## src/rtl/md_pkg.sv

```systemverilog
// Shared encodings for the iterative multiply/divide unit.
package md_pkg;

    localparam logic [1:0] MD_MULT  = 2'b00;
    localparam logic [1:0] MD_MULTU = 2'b01;
    localparam logic [1:0] MD_DIV   = 2'b10;
    localparam logic [1:0] MD_DIVU  = 2'b11;

    typedef enum logic [1:0] {
        MD_IDLE = 2'd0,
        MD_BUSY = 2'd1,
        MD_DONE = 2'd2
    } md_state_e;

    // Even op codes are the signed variants, the upper bit selects divide.
    function automatic logic is_signed_op(input logic [1:0] op);
        return ~op[0];
    endfunction

    function automatic logic is_div_op(input logic [1:0] op);
        return op[1];
    endfunction

endpackage

```

## src/rtl/md_sign_fix.sv

```systemverilog
// Conditional two's-complement negate, used for operand magnitudes and result sign correction.
module md_sign_fix #(
    parameter int WIDTH = 32
) (
    input  logic [WIDTH-1:0] value,
    input  logic             negate,
    output logic [WIDTH-1:0] result
);

    assign result = negate ? (~value + WIDTH'(1)) : value;

endmodule

```

## src/rtl/muldiv_unit.sv

```systemverilog
// Iterative radix-2 multiply/divide unit: one shift-add or restoring shift-subtract step per cycle.
module muldiv_unit
    import md_pkg::*;
#(
    parameter int WIDTH = 32
) (
    input  logic             clk,
    input  logic             rst,
    input  logic             start,
    input  logic [1:0]       op,
    input  logic [WIDTH-1:0] a,
    input  logic [WIDTH-1:0] b,
    input  logic             cancel,
    output logic             busy,
    output logic             valid,
    output logic [WIDTH-1:0] hi,
    output logic [WIDTH-1:0] lo,
    output logic             div_zero
);

    localparam int CNT_W = $clog2(WIDTH) + 1;

    md_state_e          state, state_nx;
    logic [CNT_W-1:0]   cnt;
    logic [WIDTH:0]     acc, step_acc, sum, shifted, diff;
    logic [WIDTH-1:0]   work, step_work;
    logic [WIDTH-1:0]   a_q, b_mag_q, a_mag, b_mag;
    logic               is_div_q, neg_res_q, neg_rem_q, b_zero_q;
    logic               in_signed, accept, last_step;
    logic [2*WIDTH-1:0] prod_fix;
    logic [WIDTH-1:0]   quo_fix, rem_fix;

    assign in_signed = is_signed_op(op);
    assign accept    = (state == MD_IDLE) && start && !cancel;
    assign last_step = (state == MD_BUSY) && !cancel && (cnt == CNT_W'(1));
    assign busy      = (state == MD_BUSY);
    assign valid     = (state == MD_DONE);

    md_sign_fix #(.WIDTH(WIDTH)) u_mag_a (
        .value (a),
        .negate(in_signed & a[WIDTH-1]),
        .result(a_mag)
    );

    md_sign_fix #(.WIDTH(WIDTH)) u_mag_b (
        .value (b),
        .negate(in_signed & b[WIDTH-1]),
        .result(b_mag)
    );

    always_ff @(posedge clk) begin
        if (rst) state <= MD_IDLE;
        else     state <= state_nx;
    end

    always_comb begin
        state_nx = state;
        case (state)
            MD_IDLE: if (start && !cancel) state_nx = MD_BUSY;
            MD_BUSY: begin
                if (cancel)                   state_nx = MD_IDLE;
                else if (cnt == CNT_W'(1))    state_nx = MD_DONE;
            end
            MD_DONE: state_nx = MD_IDLE;
            default: state_nx = MD_IDLE;
        endcase
    end

    // acc is the upper half ({acc, work} shifts as one 2W+1 register);
    // work holds the multiplier or the dividend/quotient bits.
    always_comb begin
        sum       = '0;
        shifted   = '0;
        diff      = '0;
        step_acc  = acc;
        step_work = work;
        if (is_div_q) begin
            shifted = {acc[WIDTH-1:0], work[WIDTH-1]};
            diff    = shifted - {1'b0, b_mag_q};
            // The partial remainder stays below the divisor, so the top bit of diff is the borrow.
            if (!diff[WIDTH]) begin
                step_acc  = diff;
                step_work = {work[WIDTH-2:0], 1'b1};
            end else begin
                step_acc  = shifted;
                step_work = {work[WIDTH-2:0], 1'b0};
            end
        end else begin
            sum       = acc + (work[0] ? {1'b0, b_mag_q} : '0);
            step_acc  = {1'b0, sum[WIDTH:1]};
            step_work = {sum[0], work[WIDTH-1:1]};
        end
    end

    md_sign_fix #(.WIDTH(2*WIDTH)) u_fix_prod (
        .value ({step_acc[WIDTH-1:0], step_work}),
        .negate(neg_res_q),
        .result(prod_fix)
    );

    md_sign_fix #(.WIDTH(WIDTH)) u_fix_quo (
        .value (step_work),
        .negate(neg_res_q),
        .result(quo_fix)
    );

    md_sign_fix #(.WIDTH(WIDTH)) u_fix_rem (
        .value (step_acc[WIDTH-1:0]),
        .negate(neg_rem_q),
        .result(rem_fix)
    );

    always_ff @(posedge clk) begin
        if (rst) begin
            hi        <= '0;
            lo        <= '0;
            div_zero  <= 1'b0;
            acc       <= '0;
            work      <= '0;
            cnt       <= '0;
            a_q       <= '0;
            b_mag_q   <= '0;
            is_div_q  <= 1'b0;
            neg_res_q <= 1'b0;
            neg_rem_q <= 1'b0;
            b_zero_q  <= 1'b0;
        end else if (accept) begin
            acc       <= '0;
            work      <= a_mag;
            cnt       <= CNT_W'(WIDTH);
            a_q       <= a;
            b_mag_q   <= b_mag;
            is_div_q  <= is_div_op(op);
            neg_res_q <= in_signed & (a[WIDTH-1] ^ b[WIDTH-1]);
            neg_rem_q <= in_signed & a[WIDTH-1];
            b_zero_q  <= (b == '0);
        end else if ((state == MD_BUSY) && !cancel) begin
            acc  <= step_acc;
            work <= step_work;
            cnt  <= cnt - CNT_W'(1);
            if (last_step) begin
                if (!is_div_q) begin
                    {hi, lo} <= prod_fix;
                    div_zero <= 1'b0;
                end else if (b_zero_q) begin
                    hi       <= a_q;
                    lo       <= '1;
                    div_zero <= 1'b1;
                end else begin
                    hi       <= rem_fix;
                    lo       <= quo_fix;
                    div_zero <= 1'b0;
                end
            end
        end
    end

endmodule

```

## config.mk

```make
export PLATFORM = sky130hd
export DESIGN_NAME = muldiv_unit
export DESIGN_NICKNAME = d
export VERILOG_FILES = /design/src/rtl/md_pkg.sv /design/src/rtl/md_sign_fix.sv /design/src/rtl/muldiv_unit.sv
export SDC_FILE = /design/constraint.sdc
export NUM_CORES = 1
export LEC_CHECK = 0
export CORE_UTILIZATION = 40
export DETAILED_ROUTE_END_ITERATION = 8
export PLACE_DENSITY = 0.58
export SKIP_CTS_REPAIR_TIMING = 1
export SYNTH_ARGS = -nofsm -noshare
export SYNTH_HDL_FRONTEND = slang
export SYNTH_SLANG_ARGS = --single-unit
```

## constraint.sdc

```tcl
create_clock -name clk -period 11.25 [get_ports clk]
set_clock_uncertainty 0.05 [all_clocks]
set_input_delay 1.125 -clock clk [delete_from_list [all_inputs] [get_ports clk]]
set_output_delay 1.125 -clock clk [all_outputs]
set_load 0.01 [all_outputs]
```

* Yosys cells after proc, flatten, opt, wreduce, memory -nomap -nowiden
Cells that the tools add are included.
** Cells by class
- Bitwise logic cells :: 11
- Mux-type cells :: 24
- Reduce and logical (&&, ||, !) cells :: 12
- Add/sub/neg operators :: 8
- Equality and inequality tests :: 5
** Operator list (count)
- 2-to-1 mux 32 bit :: 12
- adder 32 x 1 -> 32 bit, second input constant :: 4
- inverter 32 bit :: 4
- 2-to-1 mux 33 bit :: 2
- adder 64 x 1 -> 64 bit, second input constant :: 1
- 2-to-1 mux 64 bit :: 1
- inverter 64 bit :: 1
- adder 33 x 32 -> 33 bit :: 1
- subtractor 33 x 32 -> 33 bit :: 1
- logical NOT 32 bit :: 1
- 2-to-1 mux 6 bit :: 2
- equality test 6 x 1 -> 1 bit, second input constant :: 1
- 2-to-1 mux 2 bit :: 3
- subtractor 6 x 1 -> 6 bit, second input constant :: 1
- logical AND 1 bit :: 5
- case mux 2 bit (2 select lines) :: 1
- AND 1 bit :: 3
- 2-to-1 mux 1 bit :: 3
- inequality test 3 x 2 -> 1 bit, second input constant :: 1
- AND reduction 3 bit :: 1
- equality test 2 x 1 -> 1 bit, second input constant :: 1
- equality test 2 bit, second input constant :: 1
- logical NOT 2 bit :: 1
- inequality test 2 x 1 -> 1 bit, second input constant :: 1
- other kinds (6) :: 7
** Storage, ports and cells
- Input bits :: 70
- Word-level logic and storage cells :: 74
- Bits in registers :: 206
- Output and inout port bits :: 67

* Depth between registers and ports, before layout
Gate-level depths: netlist (run 1).
- Word-level depth :: 8
- Mapped depth :: 30
- Depth with buffers taken out :: 27

* Hierarchy
Synthesis (run 1) repeated with hierarchy kept, for this count alone.
** Second synthesis, totals
- Cell total of the unflattened synthesis :: 2337
- Area total of the unflattened synthesis :: 17838.4 sq um
** By module, submodules not included
- muldiv_unit :: cells an instance 1735, instances 1, seq. area each 4124.0 sq um, area each 13081.3 sq um
- md_sign_fix at u_fix_quo ... :: cells an instance 99, instances 4, seq. area each 0.0 sq um, area each 777.0 sq um
- md_sign_fix at u_fix_prod :: cells an instance 206, instances 1, seq. area each 0.0 sq um, area each 1649.1 sq um

* Worst setup path after synthesis (run 1)
No wires, ideal clock.
- Kind :: register -> register
- Start point :: register work[31]
- End point :: register hi[30]
- Path slack :: 5407 ps
- Setup time :: 86 ps
- Arrival :: 5707 ps
- Required time :: 11114 ps
- Period minus slack after synthesis :: 5843 ps
- Buffers on the path :: 2
- Stages on the path, launching flop included :: 27
- Path through :: dfxtp_1 inv_1 ha_1 inv_1 fa_1 nand3_1 a21oi_1 o211ai_1 a21oi_1 a311oi_1 a21oi_1 a21o_1 a21o_1 ha_1 buf_2 inv_1 clkbuf_1 a211oi_1 or2_0 o32ai_1 and4bb_2 nand3b_1 or3b_1 or4b_1 o31a_1 a221o_1 a221oi_2
** Between the ends
- Word-level cells in the longest chain between the ends :: 8
- Elaborated cells between the ends (all ways) :: 13
- Those cells by class :: add/sub (3); mux (8); bitwise (2)
** Ends and longest elaborated chain
- start: declaration :: line muldiv_unit.sv:26 : logic [WIDTH-1:0] work, step_work;
- start signal: assignment :: line muldiv_unit.sv:129 : work <= a_mag;
- start signal: assignment :: line muldiv_unit.sv:139 : work <= step_work;
- subtractor 33 x 32 -> 33 bit :: line muldiv_unit.sv:79 : diff = shifted - {1'b0, b_mag_q};
- 2-to-1 mux 33 bit :: line muldiv_unit.sv:81 : if (!diff[WIDTH]) begin
- 2-to-1 mux 33 bit :: line muldiv_unit.sv:77 : if (is_div_q) begin
- inverter 32 bit :: line md_sign_fix.sv:10 : assign result = negate ? (~value + WIDTH'(1)) : value;
- adder 32 x 1 -> 32 bit :: line md_sign_fix.sv:10
- 2-to-1 mux 32 bit :: line md_sign_fix.sv:10
- 2-to-1 mux 32 bit :: line muldiv_unit.sv:145 : end else if (b_zero_q) begin
- 2-to-1 mux 32 bit * :: line muldiv_unit.sv:142 : if (!is_div_q) begin
- end signal: assignment :: line muldiv_unit.sv:143 : {hi, lo} <= prod_fix;
- end signal: assignment :: line muldiv_unit.sv:146 : hi <= a_q;
- end signal: assignment :: line muldiv_unit.sv:150 : hi <= rem_fix;
- end: declaration :: line muldiv_unit.sv:16 : output logic [WIDTH-1:0] hi,
Every way passes the cells marked *; elsewhere a longest branch is shown, timed or not.
A chain may end at the register's enable or synchronous reset.

* Worst setup path in the final report (run 1)
Same ends and word-level chain as after synthesis.

==> summary.md, run 1 <==
| Metric | Value |
|---|---|
| Outcome | finished, violations left |
| Failing checks | design-rule violations |
| RSZ-0062 raised after global routing | no |
| Ys flop type | dfxtp_1 |
| Sink Count | 206 |
| Final Power | 2.20 mW |
| Die Wd | 207 microns |
| Top post-synthesis cells by area | dfxtp_1, nand2_1, a21oi_1, nor2_1, ha_1 |
| Antenna-violating nets left | 0 |
| CTS tree | built |
| P_int | 1.49 mW |
| Total Wirelength | 66.2 mm |
| # DRC | 3 |
| Fin worst setup slack | 3.28 ns |
| Max Slew Vio Count | 0 |
| R2R setup slack | 3.28 ns |
| Hold_sp | a_q[5]$_SDFFE_PP0P_ |
| Die Y-Extent | 207 microns |
| Post-synth EDFFs | 0 |
| # H-tree levels | 1 |
| MaxCap Viol Count | 0 |
| WP data arrival | 8.42 ns |
| Clock tree buffer depth | 3 |
| Largest net degree at the start of global routing | 119 |
| Worst slew pin tran | 1.23 ns |
| Period minus WS final | 7.97 ns |
| # port buffers | 136 |
| Setup WS pre-CTS | 3.45 ns |
| GRT Total Usage | 29.9% |
| Final Setup Violations | 0 |
| Routability cong. | 0.963 |
| Synthesized cell area | 0.0168 sq mm |
| Reg clk slew, reported paths | 0.06 ns |
| DR iter-0 viols | 1846 |
| Via count | 17700 |
| Worst slew margin | 18.2% |
| # nets final | 2472 |
| Hpwl dp | 49.4 mm |
| Yosys reg bits | 206 |
| Tcrit/Tclk final | 70.8% |
| Psw | 0.716 mW |
| Flop pwr share | 35.5% |
| Post-synth cell types | 104 |
| Synth Net Count | 2444 |
| Synth top area share | 24.5% |
| Core area | 0.0411 sq mm |
| Critical path launch point type | register |
| Final hold violations | 0 |
| Layout cells sized above 1 | 5.66% |
| Net Sw Frac | 32.5% |
| ANT cells | 0 |
| Register area | 0.00413 sq mm |
| Max FO, Critical Path | 43 |
| Std-Cell Rows | 74 |
| Power Density | 114 mW/mm^2 |
| HP Class | reg -> reg |
| Placed inst area | 0.0184 sq mm |
| First-pass DRT Iterations | 9 |
| Fillers | 4182 |
| Leak Pwr | 6.86 nW |
| Synth warn | 0 |
| Clock group share of total power | 43.6% |
| Crit. Startpoint | work[31]$_SDFFE_PP0P_ |
| Syn avg cell area | 7.31 sq um |
| Most frequent cells after synthesis | nand2_1, nor2_1, dfxtp_1, a21oi_1, o21ai_0 |
| Cells after Synth | 2301 |
| Clk_lat worst skew | 0.60 ns |
| Max Clock Freq | 126 MHz |
| CP endpoint kind | register |
| Combinational share of power | 20.9% |
| Setup TNS | 0 ns |
| Post-route cell area | 0.0194 sq mm |
| Clock root cell | clkbuf_16 |
| Global route overflow | 0 |
| Async set or reset register ratio after synthesis | 0% |
| Highest ir drop seen on vdd | 0.0979 mV |
| Register area share after synthesis | 24.5% |
| Via-to-Cell Ratio | 6.14 |
| Starting density of the core | 40.9% |
| Area of the multi-input gates | 0.0118 sq mm |
| FF-to-FF Start | work[31]$_SDFFE_PP0P_ |
| Final core occ | 47.1% |
| Synth-to-Final Area Change | 15.3% |
| Area leader, netlist | dfxtp_1 |
| Most frequent cell after synthesis | nand2_1 |
| Wire per inst | 23.0 microns |
| Num CTS Buffers | 27 |
| Initial antenna violation count | 1 |
| Global-route wire length before repair | 101 mm |
| IO Count | 137 |
| Die area | 0.0429 sq mm |
| Vias in the first global route | 16700 |
| Crit Path Category | reg -> reg |
| Req. time, crit path | 11.70 ns |
## through the flow
stage               hold WS, ns  instances
finish                    0.404       2882
global route              0.423       2882
CTS                       0.404       2882
detailed placement        0.397       2832
global placement          0.394       2832
floorplan                 0.381       2301
## flip-flops by register name, indices dropped and copies added (netlist names), 2 cells and up
name,cells
lo,32
b_mag_q,32
cnt,6
work,32
state,2
acc,33
a_q,32
hi,32
## layout by cell type (no fill, tap or decap), types with 9 or more instances in the layout
cell type / count
o21ai_0: 133
a21oi_1: 195
nand4_1: 32
and3_1: 21
clkdlybuf4s50_1: 135
o211ai_1: 42
o31ai_1: 26
mux2i_1: 51
dfxtp_1: 205
nand3_1: 33
a221oi_1: 9
nand2_1: 280
a21o_1: 19
a311oi_1: 17
nor2_1: 244
a31oi_1: 15
a211oi_1: 95
nand2b_1: 19
and2_1: 40
o21ai_1: 10
clkbuf_16: 27
o22ai_1: 12
buf_4: 21
or2_2: 12
xnor2_1: 91
xor2_1: 66
ha_1: 71
or3_1: 27
nand3b_1: 11
nor3_1: 71
o21a_1: 19
o21bai_1: 10
nor4_1: 16
nor2b_1: 22
a22o_1: 10
inv_1: 63
## cells by family after synthesis
family                     synth area share, %
and+or+nand+nor                           24.7
AOI/OAI and AO/OA                         28.1
buffers and inverters                     5.19
DFF                                       24.5
xor gates and xnor gates                  8.18
adders and majority gates                 5.52
muxes                                     3.73
## worst paths after layout
check,cells past startpoint,end
max,24,hi[30]$_SDFFE_PP0P_
min,2,a_q[5]$_SDFFE_PP0P_
max reg2reg,24,hi[30]$_SDFFE_PP0P_
min reg2reg,2,a_q[5]$_SDFFE_PP0P_
## critical path: stages, from the launching register on
cell	delay [ns]
dfxtp_1	0.36
inv_1	0.08
ha_1	0.16
inv_1	0.06
fa_1	0.43
nand3_1	0.13
a21oi_1	0.12
o211ai_1	0.33
a21oi_1	0.25
a311oi_1	0.54
a21oi_1	0.20
a21o_1	0.22
a21o_1	0.17
ha_1	0.27
buf_4	0.44
nand2_1	0.62
o221ai_1	0.64
nand3_1	0.26
and4bb_2	0.39
nand3b_1	0.32
or3b_1	0.47
or4b_1	0.50
o31a_1	0.28
a221o_1	0.34
a221oi_2	0.22
## power by group through the flow
stage | clock network [mW] | registers [mW] | logic, mW
2_1_floorplan | 0 | 0.784 | 0.308
3_3_place_gp | 0 | 0.797 | 0.444
3_5_place_dp | 0 | 0.797 | 0.447
4_1_cts | 0.977 | 0.781 | 0.450
5_1_grt | 1.00 | 0.785 | 0.498
6_report | 0.961 | 0.782 | 0.460
## cell type report
type	count	area share (%)
inverter	64	1.24
clock buffer	34	3.88
sequential	206	21.3
tap	532	3.43
timing repair buffer	158	7.95
multi-input combinational	1872	61.1
clock inverter	16	1.13
## layer usage
metal | vias to the layer above | part of all wire, % | global-route usage (%)
li1 | 8393 | - | -
met3 | 102 | 7.5 | 4.31
met4 | 2 | 2.8 | 9.21
met2 | 722 | 43 | 46.2
met1 | 8490 | 46 | 42.7
met5 | - | 0.017 | 0
No activity file was read; power rests on OpenSTA's default activity.
==> run 2, diff against run 1 <==
--- a/config.mk
+++ b/config.mk
@@ -7,7 +7,7 @@
 export LEC_CHECK = 0
 export CORE_UTILIZATION = 40
 export DETAILED_ROUTE_END_ITERATION = 8
-export PLACE_DENSITY = 0.58
+export PLACE_DENSITY = 0.61
 export SKIP_CTS_REPAIR_TIMING = 1
 export SYNTH_ARGS = -nofsm -noshare
 export SYNTH_HDL_FRONTEND = slang
==> constraint.sdc (replaced) <==
create_clock -name clk -period 7.12 [get_ports clk]
set_clock_uncertainty 0.05 [all_clocks]
set_input_delay 0.712 -clock clk [delete_from_list [all_inputs] [get_ports clk]]
set_output_delay 0.712 -clock clk [all_outputs]
set_load 0.01 [all_outputs]
==> run 2 against run 1 <==
The run still ends with design-rule violations left. Worst setup slack worse by 3.0 ns. Cell count rose by 0.83%. Maximum frequency rose by 17%. Count of clock-buffer cells in the layout rose by 1. Global-route usage down 0.27 points. First-iteration DRC count decreased by 8.6%. Combinational power up 62%. Clock power rose by 49%. Sequential cell count is the same. Sequential power rose by 57%. Via count increased by 1.0%. Cell area increased by 0.90%. Largest power group unchanged.
==> summary.md, run 2 (synthesis results as in run 1) <==
| Metric | Value |
|---|---|
| Routability cong. | 0.959 (-0.49%) |
| Setup TNS | 0 ns (unchanged) |
| Std-Cell Rows | 74 (unchanged) |
| HP Class | reg -> reg |
| GRT Total Usage | 29.6% (-0.27 points) |
| Die area | 0.0429 sq mm (unchanged) |
| Final hold violations | 0 (unchanged) |
| First-pass DRT Iterations | 8 (-1) |
| Critical path launch point type | register |
| Global-route wire length before repair | 101 mm (-0.11%) |
| Most Used Layer, Global Route | met2 |
| Most frequent cells in the layout | nand2_1, nor2_1, dfxtp_1, a21oi_1, clkdlybuf4s50_1 |
| Tcrit/Tclk final | 95.9% (+25 points) |
| Clk_lat worst skew | 0.58 ns (-0.02 ns) |
| RSZ-0062 raised after global routing | no |
| Reg clk slew, reported paths | 0.06 ns (about the same) |
| ANT cells | 0 (unchanged) |
| Crit Path Category | reg -> reg |
| MaxCap Viol Count | 0 (unchanged) |
| Max Clock Freq | 146 MHz (+17%) |
| Starting density of the core | 40.9% (unchanged) |
| Clock tree buffer depth | 3 (unchanged) |
| Synth-to-Final Area Change | 16.3% |
| Via-to-Cell Ratio | 6.16 (+0.19%) |
| Die Wd | 207 microns (unchanged) |
| Worst path bufs/invs | 4 (+1) |
| Grt met1 use | 41.8% (-0.92 points) |
| Worst slew pin tran | 1.21 ns (-0.0152 ns) |
| CTS tree | built |
| Final core occ | 47.6% (+0.42 points) |
| Hpwl dp | 49.3 mm (-0.26%) |
| Placed inst area | 0.0186 sq mm (+1.2%) |
| # DRC | 3 (unchanged) |
| Commonest non-fill, non-tap cell in the layout | nand2_1 |
| Core area | 0.0411 sq mm (unchanged) |
| Total Wirelength | 65.3 mm (-1.2%) |
| Slowest stage delay, CP | 0.44 ns (-0.20 ns) |
| Post-route cell area | 0.0196 sq mm (+0.90%) |
| Clock root cell | clkbuf_16 |
| # port buffers | 136 (unchanged) |
| Failing checks | design-rule violations |
| Outcome | finished, violations left |
| DR iter-0 viols | 1687 (-8.6%) |
| # H-tree levels | 1 (unchanged) |
| CP endpoint kind | register |
| Max FFs per register | 33 (unchanged) |
| M3 GR Usage | 4.23% (-0.076 points) |
| Antenna-violating nets left | 0 (unchanged) |
| Sink Count | 206 (unchanged) |
| Leak Pwr | 6.97 nW (+1.6%) |
| Crit path max-delay family | compound AO/OA/AOI/OAI gates |
| Highest ir drop seen on vdd | 0.167 mV (+70%) |
| IO Count | 137 (unchanged) |
| Period minus WS final | 6.83 ns (-1.14 ns) |
| Via count | 17900 (+1.0%) |
| # nets final | 2497 (+1.0%) |
| Initial antenna violation count | 2 (+1) |
| Final Setup Violations | 0 (unchanged) |
| Hold_ws | 0.405 ns (+0.00133 ns) |
| Crit-path slowest cell | or2_1 |
| Wire per inst | 22.5 microns (-2.0%) |
| Largest net degree at the start of global routing | 151 (+27%) |
| Worst slew margin | 19.2% (+1.0 points) |
| Num CTS Buffers | 27 (unchanged) |
| Met2 usage | 46.7% (+0.59 points) |
| Die Y-Extent | 207 microns (unchanged) |
| Vias in the first global route | 16600 (-0.22%) |
| Final Power | 3.41 mW (+55%) |
| Max FO, Critical Path | 41 (-4.7%) |
| Largest register by flop count | acc |
| Global route overflow | 0 (unchanged) |
| WP data arrival | 7.19 ns (-1.23 ns) |
| Req. time, crit path | 7.48 ns (-4.22 ns) |
| Power Density | 174 mW/mm^2 (+53%) |
| Max Slew Vio Count | 0 (unchanged) |
| Layout cells sized above 1 | 6.66% (+1.0 points) |
run 2: final timing paths:
path	endpoint	slack, ns	from	cells past startpoint
setup / recovery	hi[24]$_SDFFE_PP0P_	0.29	work[31]$_SDFFE_PP0P_	27
setup reg to reg	hi[24]$_SDFFE_PP0P_	0.29	work[31]$_SDFFE_PP0P_	27
hold / removal	a_q[17]$_SDFFE_PP0P_	0.40	a_q[17]$_SDFFE_PP0P_	2
hold reg to reg	a_q[17]$_SDFFE_PP0P_	0.40	a_q[17]$_SDFFE_PP0P_	2
run 2: where the power goes:
| part | leakage [nW] | switching [mW] | internal, mW | total [mW] |
|---|---|---|---|---|
| Sequential | 1.67 | 0.0431 | 1.19 | 1.23 |
| Combinational | 4.84 | 0.474 | 0.269 | 0.743 |
| Clock | 0.459 | 0.581 | 0.850 | 1.43 |
run 2: layout make-up:
cell class / instances / area (sq um)
Fill cell: 4210 / 21600
Multi-Input combinational cell: 1872 / 11900
Sequential cell: 206 / 4130
Timing Repair Buffer: 183 / 1750
Clock buffer: 35 / 746
Tap cell: 532 / 666
Inverter: 64 / 240
Clock inverter: 14 / 168
run 2: worst register-to-register path, stage by stage, from the launching register on:
cell and delay (ns):
dfxtp_1 0.32, inv_1 0.06, ha_1 0.16, inv_1 0.06, fa_1 0.43, nand3_1 0.13, a21oi_1 0.13, o211ai_1 0.31
a21oi_1 0.25, a311oi_2 0.37, a21oi_1 0.16, a21o_1 0.20, a21o_1 0.17, ha_1 0.33, buf_12 0.20, nand2_1 0.23
o21ai_0 0.26, inv_1 0.18, ha_1 0.27, o211ai_1 0.18, nor4_2 0.38, nand2_1 0.22, or2_1 0.44, or2_2 0.41
o31ai_1 0.26, xnor2_1 0.21, o221a_2 0.24, nor3_1 0.04
run 2: through the flow:
step | instances | setup WS, ns
finish | 2906 | 0.292
global route | 2906 | 0.0219
CTS | 2906 | 0.150
detailed placement | 2857 | 0.182
global placement | 2857 | 0.226
floorplan | 2301 | 1.28
run 2: metal layers:
metal	share of wire [%]	up-vias
li1	-	8464
met1	46	8593
met2	44	734
met3	7.1	95
met4	2.7	4
met5	0.041	-
==> run 3, diff against run 2 <==
--- a/config.mk
+++ b/config.mk
@@ -12,3 +12,4 @@
 export SYNTH_ARGS = -nofsm -noshare
 export SYNTH_HDL_FRONTEND = slang
 export SYNTH_SLANG_ARGS = --single-unit
+export TNS_END_PERCENT = 20
==> results of run 3 <==
The final DEF is identical to that of run 2; final timing and power are the same.
